<file path="src/rtl/core_run_ctrl_if.sv">
// Register-dump stream between the run controller and its consumer.
// The controller drives valid/addr/data, the consumer answers with ready.
interface core_run_ctrl_if #(
   parameter int XLEN = 64,
   parameter int AW   = 5
);
   logic            dump_valid;
   logic            dump_ready;
   logic [AW-1:0]   dump_addr;
   logic [XLEN-1:0] dump_data;

   modport master (
      output dump_valid,
      output dump_addr,
      output dump_data,
      input  dump_ready
   );

   modport slave (
      input  dump_valid,
      input  dump_addr,
      input  dump_data,
      output dump_ready
   );
endinterface

</file>
<file path="src/rtl/core_run_ctrl.sv">
// Run controller for the RV64 Core: reset sequencing, clock-enable gating
// (free-run, single/burst step, PC breakpoint) and register-file dump.
// Optional feature macro: CORE_RUN_BREAKPOINT_EN builds in the breakpoint
// compare and the combinational core_ce gating; without it the breakpoint
// inputs are ignored.
module core_run_ctrl #(
   parameter int XLEN     = 64,
   parameter int NREG     = 32,
   parameter int RST_HOLD = 80,
   parameter int BURST_W  = 16,
   localparam int AW      = $clog2(NREG)
) (
   input  logic               clk,
   input  logic               aresetn,
   input  logic               step_i,
   input  logic               debug_mode_i,
   input  logic [BURST_W-1:0] burst_len_i,
   input  logic               bp_en_i,
   input  logic [XLEN-1:0]    bp_addr_i,
   input  logic [XLEN-1:0]    pc_i,
   input  logic               dump_req_i,
   input  logic [XLEN-1:0]    dbg_reg_data_i,
   output logic               core_rstn_o,
   output logic               core_ce_o,
   output logic               halted_o,
   output logic [AW-1:0]      dbg_reg_addr_o,
   output logic [31:0]        step_cnt_o,
   core_run_ctrl_if.master    dump_if
);

   localparam int CW = $clog2(RST_HOLD + 1);

   typedef enum logic [2:0] {RESET_HOLD, RUN, HALT, STEP, DUMP} state_t;

   state_t             state_q, state_d;
   logic [CW-1:0]      rstCnt_q, rstCnt_d;
   logic               coreRstn_q, coreRstn_d;
   logic               stepSync1_q, stepSync2_q, stepSync3_q;
   logic               stepRise;
   logic [BURST_W-1:0] remain_q, remain_d;
   logic               firstStep_q, firstStep_d;
   logic               dumpPend_q, dumpPend_d;
   logic [AW-1:0]      dbgAddr_q, dbgAddr_d;
   logic [AW-1:0]      dumpAddr_q, dumpAddr_d;
   logic [XLEN-1:0]    dumpData_q, dumpData_d;
   logic               dumpValid_q, dumpValid_d;
   logic [31:0]        stepCnt_q, stepCnt_d;
   logic               bpHit;
   logic               coreCe;

`ifdef CORE_RUN_BREAKPOINT_EN
   assign bpHit = bp_en_i && (pc_i == bp_addr_i);
`else
   logic unusedBp;
   assign unusedBp = ^{bp_en_i, bp_addr_i, pc_i};
   assign bpHit    = 1'b0;
`endif

   // Bring the asynchronous step button into the clock domain; the third flop
   // only remembers the previous synchronized level for edge detection.
   always_ff @(posedge clk or negedge aresetn) begin
      if (!aresetn) begin
         stepSync1_q <= 1'b0;
         stepSync2_q <= 1'b0;
         stepSync3_q <= 1'b0;
      end else begin
         stepSync1_q <= step_i;
         stepSync2_q <= stepSync1_q;
         stepSync3_q <= stepSync2_q;
      end
   end

   assign stepRise = stepSync2_q & ~stepSync3_q;

   // Next-state logic: mode sequencing, burst counting, dump beat handshake
   // and the combinational clock enable (a breakpoint hit kills the cycle).
   always_comb begin
      state_d     = state_q;
      rstCnt_d    = rstCnt_q;
      coreRstn_d  = coreRstn_q;
      remain_d    = remain_q;
      firstStep_d = firstStep_q;
      dumpPend_d  = dumpPend_q | (dump_req_i && (state_q != RESET_HOLD));
      dbgAddr_d   = dbgAddr_q;
      dumpAddr_d  = dumpAddr_q;
      dumpData_d  = dumpData_q;
      dumpValid_d = dumpValid_q;
      coreCe      = 1'b0;
      case (state_q)
         RESET_HOLD: begin
            if (rstCnt_q == CW'(RST_HOLD - 1)) begin
               coreRstn_d = 1'b1;
               state_d    = debug_mode_i ? HALT : RUN;
            end else begin
               rstCnt_d = rstCnt_q + CW'(1);
            end
         end
         RUN: begin
            coreCe = !bpHit;
            if (debug_mode_i || bpHit) begin
               state_d = HALT;
            end
         end
         HALT: begin
            if (dumpPend_q) begin
               state_d     = DUMP;
               dumpPend_d  = 1'b0;
               dbgAddr_d   = '0;
               dumpValid_d = 1'b0;
            end else if (stepRise) begin
               state_d     = STEP;
               remain_d    = (burst_len_i == '0) ? BURST_W'(1) : burst_len_i;
               firstStep_d = 1'b1;
            end else if (!debug_mode_i) begin
               state_d = RUN;
            end
         end
         STEP: begin
            firstStep_d = 1'b0;
            if (bpHit && !firstStep_q) begin
               state_d = HALT;
            end else begin
               coreCe = 1'b1;
               if (remain_q == BURST_W'(1)) begin
                  state_d = HALT;
               end else begin
                  remain_d = remain_q - BURST_W'(1);
               end
            end
         end
         DUMP: begin
            if (!dumpValid_q) begin
               dumpValid_d = 1'b1;
               dumpAddr_d  = dbgAddr_q;
               dumpData_d  = dbg_reg_data_i;
            end else if (dump_if.dump_ready) begin
               dumpValid_d = 1'b0;
               if (dbgAddr_q == AW'(NREG - 1)) begin
                  state_d   = HALT;
                  dbgAddr_d = '0;
               end else begin
                  dbgAddr_d = dbgAddr_q + AW'(1);
               end
            end
         end
         default: state_d = RESET_HOLD;
      endcase
      stepCnt_d = coreCe ? stepCnt_q + 32'd1 : stepCnt_q;
   end

   // State and datapath registers; reset drops everything back to RESET_HOLD.
   always_ff @(posedge clk or negedge aresetn) begin
      if (!aresetn) begin
         state_q     <= RESET_HOLD;
         rstCnt_q    <= '0;
         coreRstn_q  <= 1'b0;
         remain_q    <= '0;
         firstStep_q <= 1'b0;
         dumpPend_q  <= 1'b0;
         dbgAddr_q   <= '0;
         dumpAddr_q  <= '0;
         dumpData_q  <= '0;
         dumpValid_q <= 1'b0;
         stepCnt_q   <= '0;
      end else begin
         state_q     <= state_d;
         rstCnt_q    <= rstCnt_d;
         coreRstn_q  <= coreRstn_d;
         remain_q    <= remain_d;
         firstStep_q <= firstStep_d;
         dumpPend_q  <= dumpPend_d;
         dbgAddr_q   <= dbgAddr_d;
         dumpAddr_q  <= dumpAddr_d;
         dumpData_q  <= dumpData_d;
         dumpValid_q <= dumpValid_d;
         stepCnt_q   <= stepCnt_d;
      end
   end

   assign core_rstn_o        = coreRstn_q;
   assign core_ce_o          = coreCe;
   assign halted_o           = (state_q == HALT) || (state_q == DUMP);
   assign dbg_reg_addr_o     = dbgAddr_q;
   assign step_cnt_o         = stepCnt_q;
   assign dump_if.dump_valid = dumpValid_q;
   assign dump_if.dump_addr  = dumpAddr_q;
   assign dump_if.dump_data  = dumpData_q;

endmodule

</file>
<file path="src/flat_wrapper.sv">
// flat-port wrapper written by rule: the top's interface ports become plain ports
module core_run_ctrl_flat 
#(
   parameter int XLEN     = 64,
   parameter int NREG     = 32,
   parameter int RST_HOLD = 80,
   parameter int BURST_W  = 16,
   localparam int AW      = $clog2(NREG)
)
  (clk, aresetn, step_i, debug_mode_i, burst_len_i, bp_en_i, bp_addr_i, pc_i, dump_req_i, dbg_reg_data_i, core_rstn_o, core_ce_o, halted_o, dbg_reg_addr_o, step_cnt_o, dump_if_dump_valid, dump_if_dump_addr, dump_if_dump_data, dump_if_dump_ready);
  core_run_ctrl_if #(.XLEN(XLEN), .AW((5))) dump_if_i ();
  input  logic clk;
  input  logic aresetn;
  input  logic step_i;
  input  logic debug_mode_i;
  input  logic [BURST_W-1:0] burst_len_i;
  input  logic bp_en_i;
  input  logic [XLEN-1:0] bp_addr_i;
  input  logic [XLEN-1:0] pc_i;
  input  logic dump_req_i;
  input  logic [XLEN-1:0] dbg_reg_data_i;
  output logic core_rstn_o;
  output logic core_ce_o;
  output logic halted_o;
  output logic [AW-1:0] dbg_reg_addr_o;
  output logic [31:0] step_cnt_o;
  output wire logic [$bits(dump_if_i.dump_valid)-1:0] dump_if_dump_valid;
  output wire logic [$bits(dump_if_i.dump_addr)-1:0] dump_if_dump_addr;
  output wire logic [$bits(dump_if_i.dump_data)-1:0] dump_if_dump_data;
  input wire logic [$bits(dump_if_i.dump_ready)-1:0] dump_if_dump_ready;
  assign dump_if_dump_valid = dump_if_i.dump_valid;
  assign dump_if_dump_addr = dump_if_i.dump_addr;
  assign dump_if_dump_data = dump_if_i.dump_data;
  assign dump_if_i.dump_ready = dump_if_dump_ready;
  core_run_ctrl #(.XLEN(XLEN), .NREG(NREG), .RST_HOLD(RST_HOLD), .BURST_W(BURST_W)) u_core (.clk(clk), .aresetn(aresetn), .step_i(step_i), .debug_mode_i(debug_mode_i), .burst_len_i(burst_len_i), .bp_en_i(bp_en_i), .bp_addr_i(bp_addr_i), .pc_i(pc_i), .dump_req_i(dump_req_i), .dbg_reg_data_i(dbg_reg_data_i), .core_rstn_o(core_rstn_o), .core_ce_o(core_ce_o), .halted_o(halted_o), .dbg_reg_addr_o(dbg_reg_addr_o), .step_cnt_o(step_cnt_o), .dump_if(dump_if_i));
endmodule
</file>
<file path="config.mk">
export PLATFORM = sky130hd
export DESIGN_NAME = core_run_ctrl_flat
export DESIGN_NICKNAME = d
export VERILOG_FILES = /design/src/rtl/core_run_ctrl_if.sv /design/src/rtl/core_run_ctrl.sv /design/src/flat_wrapper.sv
export SDC_FILE = /design/constraint.sdc
export NUM_CORES = 1
export LEC_CHECK = 0
export BUFFER_PORTS_ARGS = -buffer_cell sky130_fd_sc_hd__clkbuf_2
export CORE_ASPECT_RATIO = 1.4
export CORE_UTILIZATION = 38
export CTS_BUF_LIST = sky130_fd_sc_hd__clkbuf_2 sky130_fd_sc_hd__clkbuf_4 sky130_fd_sc_hd__clkbuf_8
export DETAILED_ROUTE_END_ITERATION = 7
export GPL_TIMING_DRIVEN = 0
export PLACE_DENSITY = 0.75
export SYNTH_ARGS = -nofsm -noshare
export SYNTH_HDL_FRONTEND = slang
export SYNTH_SLANG_ARGS = --single-unit
</file>
<file path="constraint.sdc">
create_clock -name clk -period 2.25 [get_ports clk]
set_input_delay 0.225 -clock clk [delete_from_list [all_inputs] [get_ports clk]]
set_output_delay 0.225 -clock clk [all_outputs]
set_load 0.02 [all_outputs]
</file>
# Yosys cells after proc, flatten, opt, wreduce, memory -nomap -nowiden
# Index checks and enable logic that the tools add are counted.
# word_totals
in_bits	215
wordCells	83
n_memories	0
latchBits	0
ramBits	0
register_bits	138
romBits	0
# op_classes
eq_ne	18
n_mux	28
n_addsub	4
mul	0
n_shift	0
n_lt_le_gt_ge	0
n_reduce_logical	15
bitwise	5
div_mod_pow	0
# ops
cell	count
2-to-1 mux 16 bit	4
adder 32 x 1 -> 32 bit, second input constant	1
one-hot mux 16 bit (2 select lines)	1
2-to-1 mux 3 bit	9
2-to-1 mux 5 bit	4
equality test 16 x 1 -> 1 bit, second input constant	1
zero test 16 bit	1
subtractor 16 x 1 -> 16 bit, second input constant	1
one-hot mux 3 bit (5 select lines)	1
inequality test 2 x 1 -> 1 bit, second input constant	6
one-hot mux 5 bit (2 select lines)	1
inequality test 2 bit, second input constant	4
AND reduction 2 bit	4
AND reduction 4 bit	2
adder 7 x 1 -> 7 bit, second input constant	1
equality test 7 bit, second input constant	1
AND reduction 7 bit	1
equality test 3 x 2 -> 1 bit, second input constant	2
2-to-1 mux 1 bit	6
adder 5 x 1 -> 5 bit, second input constant	1
equality test 5 bit, second input constant	1
inequality test 4 x 2 -> 1 bit, second input constant	1
nonzero test 2 bit	2
equality test 3 x 1 -> 1 bit, second input constant	1
11 further kinds	13

# Depth between registers and ports, before layout
# Gate-level depths: netlist of run 1.
# depth
word_depth	5
depth_mapped	8

# Worst setup path before layout of run 1
# Ideal clock, no wire load.
# synth_path
kind	register to register
start	register u_core.dbgAddr_q[0] (netlist: u_core.dbg_reg_addr_o[0])
end	register u_core.state_q[0]
arrival_time_ns	1.841
stages_incl_launch_ff	8
period_less_slack_ns	1.966
required_ns	2.125
setup_time_ns	0.125
setup_slack_ns	0.284
n_path_buf	0
path_cell_list	dfrtp_1 ha_1 and3_1 ha_1 o22ai_1 a211o_1 nor2_1 mux2_4
# synth_between
elab_chain_cells	3
# synth_rtl
element	line	text
from (decl)	core_run_ctrl.sv:43	logic [AW-1:0] dbgAddr_q, dbgAddr_d;
from (signal assigned)	core_run_ctrl.sv:172	dbgAddr_q <= dbgAddr_d;
equality test 5 bit	core_run_ctrl.sv:138	if (dbgAddr_q == AW'(NREG - 1)) begin
inequality test 2 x 1 -> 1 bit (no line)	-	
AND reduction 7 bit (no line)	-	
to (signal assigned)	core_run_ctrl.sv:166	state_q <= state_d;
to (decl)	core_run_ctrl.sv:35	state_t state_q, state_d;
# No other way between the ends.
# A chain may end at the register's enable or synchronous reset.

# Worst setup path after layout of run 1
# Ends and elaborated chain as after synthesis.

==> run_results.csv, run 1 <==
group,metric,value,unit
sta,worst_pin_slew,702.1,ps
critical_path,critPathLaunch,"u_core.dbg_reg_addr_o[0]",
power,p_leak,0.004058,uW
critical_path,timing.rr.start,"u_core.dbg_reg_addr_o[0]",
final_layout,area_growth,37.79,%
drt,final_antenna_net_count,0,
sta,fin_crit_sh,89.62,%
run,drv_cap,0,
grt,use_met2,33.93,%
yosys,synthArstFlopShare,100.0,%
power,p_sw_share,37.28,%
grt,grt_usage,19.26,%
worst_hold_path,holdPathEnd,"u_core.dumpPend_q",
drt,via_per_inst,5.031,
critical_path,reg2reg_depth,7,
critical_path,worstPathCellList,"ha_1 -> and3_1 -> ha_1 -> o22ai_1 -> a211o_1 -> nor2_1 -> mux2_4",
cts,cts_resized,0,
final_layout,final_cell_mix,"clkbuf_2 (194), dfrtp_1 (138), mux2_2 (71)",
cts,clk_pin_slew,70,ps
final_layout,nets,990,
yosys,synth_edf_count,0,
critical_path,worst_path_max_delay_cell,"dfrtp_1",
cts,clk_latency,440,ps
worst_hold_path,worstHoldPathCells,3,
yosys,syn_area,6092,sq um
sta,rsz0062_at_grt,"false",
grt,grt_pass1_wl,24.72,mm
sta,post-route-min-period,2016,ps
final_layout,final_common_cell,"clkbuf_2",
grt,grt_busiest_layer,"met2",
floorplanning,die_w,109.0,um
sta,slew_headroom,53.19,%
critical_path,start_kind,"flop",
cts,cts_tree,"yes",
placed_design,dp_slack,203.5,ps
cts,clock_sinks,138,
sta,report.final.slew_viol_count,0,
floorplanning,initial_core_util,39.03,%
yosys,ys_warn_count,0,
critical_path,path_max_fanout,5,
placed_design,gp_congestion,0.8858,
floorplanning,die_h,151.8,um
grt,grt_max_degree,94,
critical_path,critPathKind,"flop to flop",
yosys,syn-num-nets,720,
cts,numCtsBuffers,17,
grt,antenna_found_initial,0,
power,power_frac_clock,23.4,%
power,total_power,10590,uW
final_layout,diodes,0,
critical_path,slowest_delay,430,ps
floorplanning,ios,325,
power,powerDensity,1262,nW/um^2
power,power_switching,3948,uW
sta,fin_tns_setup,0,ps
final_layout,drive_above_1_share,42.07,%
yosys,synth_area_per_cell,12.21,sq um
drt,drc_errors,0,
power,power_frac_seq,38.0,%
critical_path,path_common_cell,"ha_1",
grt,groute.layer.met1.usage,21.23,%
sta,final_hold_viol_count,0,
power,ir_drop,0.0007468,V
worst_hold_path,hold_class,"primary input to flop",
drt,num_vias,4920,
drt,drt-initial-drc-count,238,
drt,wire_per_inst,15.37,um
placed_design,io_buffer_count,195,
critical_path,end_kind,"flop",
yosys,synthDistinctLibCells,54,
cts,cts-htree-levels,4,
power,combPwrFrac,38.6,%
grt,grt_pass1_vias,5082,
drt,drtPass1Iterations,6,
floorplanning,rows,54,
critical_path,crit_arrival,2340,ps
drt,routed_wl,15.03,mm
placed_design,place_hpwl,10.62,mm
power,p_int,6643,uW
critical_path,cp_data_required_time,2570,ps
sta,setup_slack,233.6,ps
worst_hold_path,hold_start,"dump_req_i",
critical_path,reg2reg_to,"u_core.state_q[0]",
sta,setup_viol,0,
cts,root_buffer,"clkbuf_8",
floorplanning,fp.dieArea,16550,sq um
yosys,syn_inst,499,
floorplanning,core_area,15610,sq um
outcome,status,"complete, no violations",
yosys,yosysSeqAreaShare,56.69,%
grt,grt.overflow.total,0,
sta,fin_worst_skew,17.65,ps
yosys,synth_top_flop_cell,"dfrtp_1",
sta,fmax,0.4959,GHz
cts,clk_path_buf_depth,2,
critical_path,rrSetupSlack,230,ps
yosys,synth-seq-cells,138,
grt,use_met3,6.263,%
[cells in the mapped netlist, types with 5 or more instances]
master | n | area [sq um]
xor2_1 | 16 | 140.1
a21oi_1 | 16 | 80.08
xnor2_1 | 22 | 192.7
nor3_1 | 12 | 60.06
and3_1 | 10 | 62.56
nand3_1 | 16 | 80.08
ha_1 | 6 | 75.07
nor4_1 | 8 | 50.05
o2bb2ai_1 | 6 | 52.55
nor2_1 | 34 | 127.6
o21ai_0 | 19 | 95.09
nand4_1 | 5 | 31.28
and4_1 | 6 | 52.55
buf_2 | 9 | 45.04
nand2b_1 | 6 | 37.54
inv_1 | 8 | 30.03
o22ai_1 | 5 | 31.28
mux2_2 | 71 | 799.5
nand2_1 | 27 | 101.4
dfrtp_1 | 138 | 3453
[power by group through the flow]
stage                     sequential (uW)  clock, uW  combinational, uW
after floorplan                      4770          0               1950
final                                4030       2480               4090
after CTS                            4010       2560               4110
after global placement               4010          0               3940
after global routing                 4160       2670               4470
after detailed placement             4050          0               4020
[cell type report]
| class | instances | area [sq um] |
|---|---|---|
| multi-input combinational | 333 | 2492 |
| timing repair buffer | 251 | 1563 |
| fill | 1353 | 7213 |
| sequential | 138 | 3453 |
| buffer | 19 | 112.6 |
| clock inverter | 13 | 239.0 |
| inverter | 9 | 33.78 |
| clock buffer | 19 | 255.2 |
| tap | 196 | 245.2 |
[routing by layer]
layer / vias to the layer above / wire length (um)
met5: - / 0
met4: 0 / 320
met3: 31 / 1070
met2: 193 / 7731
met1: 2374 / 5907
li1: 2322 / -
[worst max-delay path by stage]
| stage | endpoint | slack [ps] | cells after the start |
|---|---|---|---|
| after CTS | u_core.dump_if.dump_data[60] | 190 | 7 |
| after detailed placement | u_core.dump_if.dump_data[60] | 200 | 7 |
| final | u_core.state_q[0] | 230 | 7 |
| after global routing | u_core.state_q[0] | 60 | 7 |
| after global placement | u_core.dump_if.dump_data[8] | -1350 | 1 |
| after floorplan | u_core.state_q[0] | 280 | 7 |
[flip-flops by register name (all words and copies together) (netlist names)]
signal	cells
u_core.core_rstn_o	1
u_core.dbg_reg_addr_o	5
u_core.dumpPend_q	1
u_core.dump_if.dump_addr	5
u_core.dump_if.dump_data	64
u_core.dump_if.dump_valid	1
u_core.remain_q	16
u_core.rstCnt_q	7
u_core.state_q	3
u_core.stepSync1_q	1
u_core.stepSync2_q	1
u_core.stepSync3_q	1
u_core.step_cnt_o	32
[critical path, delay by kind of cell (launching register included)]
family                   cells  cell delay, ps
multiplexers                 1             310
flip-flops                   1             430
adder cells (fa/ha/maj)      2             410
AO/OA/AOI/OAI                2             430
AND/OR/NAND/NOR              2             330
[through the flow]
stage / hold slack [ps] / utilization, % / cells / area, sq um
2_1_floorplan: -70.59 / - / 499 / 6092
5_1_grt: 0.4208 / 53.78 / 978 / 8394
3_3_place_gp: 336.0 / 46.86 / 890 / 7313
6_report: 41.67 / 53.78 / 978 / 8394
3_5_place_dp: 191.3 / 47.09 / 891 / 7350
4_1_cts: 1.393 / 53.78 / 978 / 8394
[logic make-up (layout without fill, tap and decap cells)]
kind of cell,count (synthesis),in the layout,share of synthesized area (%)
multiplexers,73,73,13.53
AND/OR/NAND/NOR,146,146,12.98
adder cells (fa/ha/maj),6,6,1.232
AO/OA/AOI/OAI,70,70,7.702
flip-flops,138,138,56.69
buffers and inverters,28,311,2.403
XOR/XNOR,38,38,5.463
[timing repair]
item / CTS / global route
hold endpoints to repair: 99 / 0
hold buffers: 55 / 0
buffers inserted: 0 / 0
No activity file was read; power rests on OpenSTA's default activity.
==> run 2: changes to the inputs <==
--- a/config.mk
+++ b/config.mk
@@ -5,6 +5,7 @@
 export SDC_FILE = /design/constraint.sdc
 export NUM_CORES = 1
 export LEC_CHECK = 0
+export ABC_CLOCK_PERIOD_IN_PS = 2250
 export BUFFER_PORTS_ARGS = -buffer_cell sky130_fd_sc_hd__clkbuf_2
 export CORE_ASPECT_RATIO = 1.4
 export CORE_UTILIZATION = 38
@@ -12,6 +13,7 @@
 export DETAILED_ROUTE_END_ITERATION = 7
 export GPL_TIMING_DRIVEN = 0
 export PLACE_DENSITY = 0.75
+export SETUP_SLACK_MARGIN = 0.4
 export SYNTH_ARGS = -nofsm -noshare
 export SYNTH_HDL_FRONTEND = slang
 export SYNTH_SLANG_ARGS = --single-unit
==> run_results.csv, run 2 (synthesis results as in run 1) <==
group,metric,value,unit
power,total_power,10660,uW
critical_path,path_max_fanout,7,
floorplanning,die_w,109.0,um
power,power_frac_clock,18.1,%
placed_design,gp_congestion,0.8843,
sta,fmax,0.5452,GHz
drt,drc_errors,0,
sta,fin_crit_sh,81.52,%
floorplanning,rows,54,
final_layout,final_common_cell,"clkbuf_2",
drt,drtPass1Iterations,4,
final_layout,fin_area,8740,sq um
cts,clk_pin_slew,80,ps
cts,clock_sinks,138,
sta,report.final.slew_viol_count,0,
grt,grt_pass1_vias,5042,
sta,setup_slack,415.8,ps
placed_design,placed_cells,891,
drt,num_vias,5063,
power,p_int,6546,uW
worst_hold_path,hold_class,"primary input to flop",
final_layout,diodes,0,
grt,grt_pass1_wl,24.68,mm
drt,final_antenna_net_count,0,
placed_design,place_hpwl,10.70,mm
sta,slew_headroom,60.80,%
cts,clk_latency,430,ps
critical_path,start_kind,"flop",
critical_path,critPathLaunch,"u_core.remain_q[4]",
run,drv_cap,0,
power,ir_drop,0.0007122,V
sta,rsz0062_at_grt,"true",
power,combPwrFrac,43.7,%
cts,root_buffer,"clkbuf_8",
final_layout,instances_no_fill,1003,
final_layout,final_cell_mix,"clkbuf_2 (198), dfrtp_1 (130), mux2_2 (71)",
floorplanning,initial_core_util,39.03,%
sta,final_hold_viol_count,0,
grt,grt_usage,19.15,%
cts,cts_tree,"yes",
floorplanning,core_area,15610,sq um
cts,clk_path_buf_depth,2,
final_layout,nets,1016,
sta,setup_viol,0,
sta,fin_worst_skew,11.98,ps
critical_path,cp_data_required_time,2570,ps
drt,via_per_inst,5.048,
grt,grt_max_degree,72,
power,powerDensity,1220,nW/um^2
worst_hold_path,hold_start,"dbg_reg_data_i[58]",
floorplanning,die_h,151.8,um
placed_design,io_buffer_count,195,
floorplanning,fp.dieArea,16550,sq um
power,power_frac_seq,38.2,%
placed_design,dp_slack,189.7,ps
grt,grt.overflow.total,0,
drt,drt-initial-drc-count,184,
grt,antenna_found_initial,0,
final_layout,fin_util,56.00,%
final_layout,largest_register_ffs,64,
cts,numCtsBuffers,17,
final_layout,area_growth,43.46,%
placed_design,place_area,7365,sq um
critical_path,crit_arrival,2160,ps
sta,worst_pin_slew,588.0,ps
power,p_sw_share,38.62,%
drt,routed_wl,15.52,mm
cts,cts-htree-levels,4,
power,p_leak,0.004184,uW
sta,post-route-min-period,1834,ps
critical_path,timing.rr.start,"u_core.remain_q[4]",
power,power_switching,4118,uW
floorplanning,ios,325,
critical_path,end_kind,"flop",
outcome,status,"complete, no violations",
drt,wire_per_inst,15.48,um
critical_path,critPathKind,"flop to flop",
final_layout,drive_above_1_share,49.07,%
[run 2: changes by cell type in the layout (fill, tap and decap cells not counted), sizes merged]
cell | before | now
bufinv | 6 | 1
clkinv | 2 | 5
clkinvlp | 2 | 3
clkbuf | 218 | 221
dlygate4sd3 | 55 | 52
buf | 16 | 44
inv | 12 | 10
[run 2: per-stage QoR]
stage               setup TNS, ps  hold slack [ps]
finish                          0            39.89
global route                    0            7.443
CTS                             0           0.2814
detailed placement              0            281.5
global placement          -193570            336.2
floorplan                       0           -70.59
[run 2: repair_timing]
action,4_1_cts,5_1_grt
hold buffers,52,0
pin swaps,1,13
resized for setup,16,55
gates cloned,0,0
buffers inserted,3,26
hold endpoints to repair,121,0
setup endpoints to repair,84,92
[run 2: area by class of cell]
| cell class | instances | area, sq um |
|---|---|---|
| Tap cell | 196 | 245.2 |
| Clock inverter | 10 | 91.34 |
| Sequential cell | 138 | 3463 |
| Inverter | 9 | 37.54 |
| Clock buffer | 21 | 289.0 |
| Fill cell | 1345 | 6868 |
| Buffer | 19 | 170.2 |
| Multi-Input combinational cell | 333 | 2670 |
| Timing Repair Buffer | 277 | 1773 |
[run 2: per-layer routing]
| metal | part of all wire, % | up-vias | track usage, % |
|---|---|---|---|
| met1 | 40 | 2450 | 21.90 |
| met2 | 50 | 197 | 32.37 |
| met5 | 0 | - | 0 |
| li1 | - | 2378 | - |
| met4 | 2.8 | 0 | 8.752 |
| met3 | 7.0 | 38 | 5.577 |
[run 2: power by group through the flow]
stage	clock network [uW]	registers (uW)	logic [uW]
CTS	2000	4030	4200
global route	2100	4210	5050
finish	1940	4070	4660
detailed placement	0	4080	4020
floorplan	0	4770	1950
global placement	0	4020	3960
[run 2: final timing paths]
check | endpoint | slack [ps] | cells after the start
min reg2reg | u_core.stepSync2_q | 360 | 0
max in group asynchronous | u_core.dump_if.dump_data[43] | 1150 | 3
min in group asynchronous | u_core.step_cnt_o[0] | 360 | 2
max reg2reg | u_core.remain_q[10] | 420 | 6
max | u_core.remain_q[10] | 420 | 6
min | u_core.dump_if.dump_data[58] | 40 | 2
[run 2: worst max-delay path, cell delays in order, from the launching register on]
cell and delay (ps):
dfrtp_2 440, or3_4 370, or2_1 220, buf_6 140
nor4_4 230, a31oi_1 110, o22a_1 220
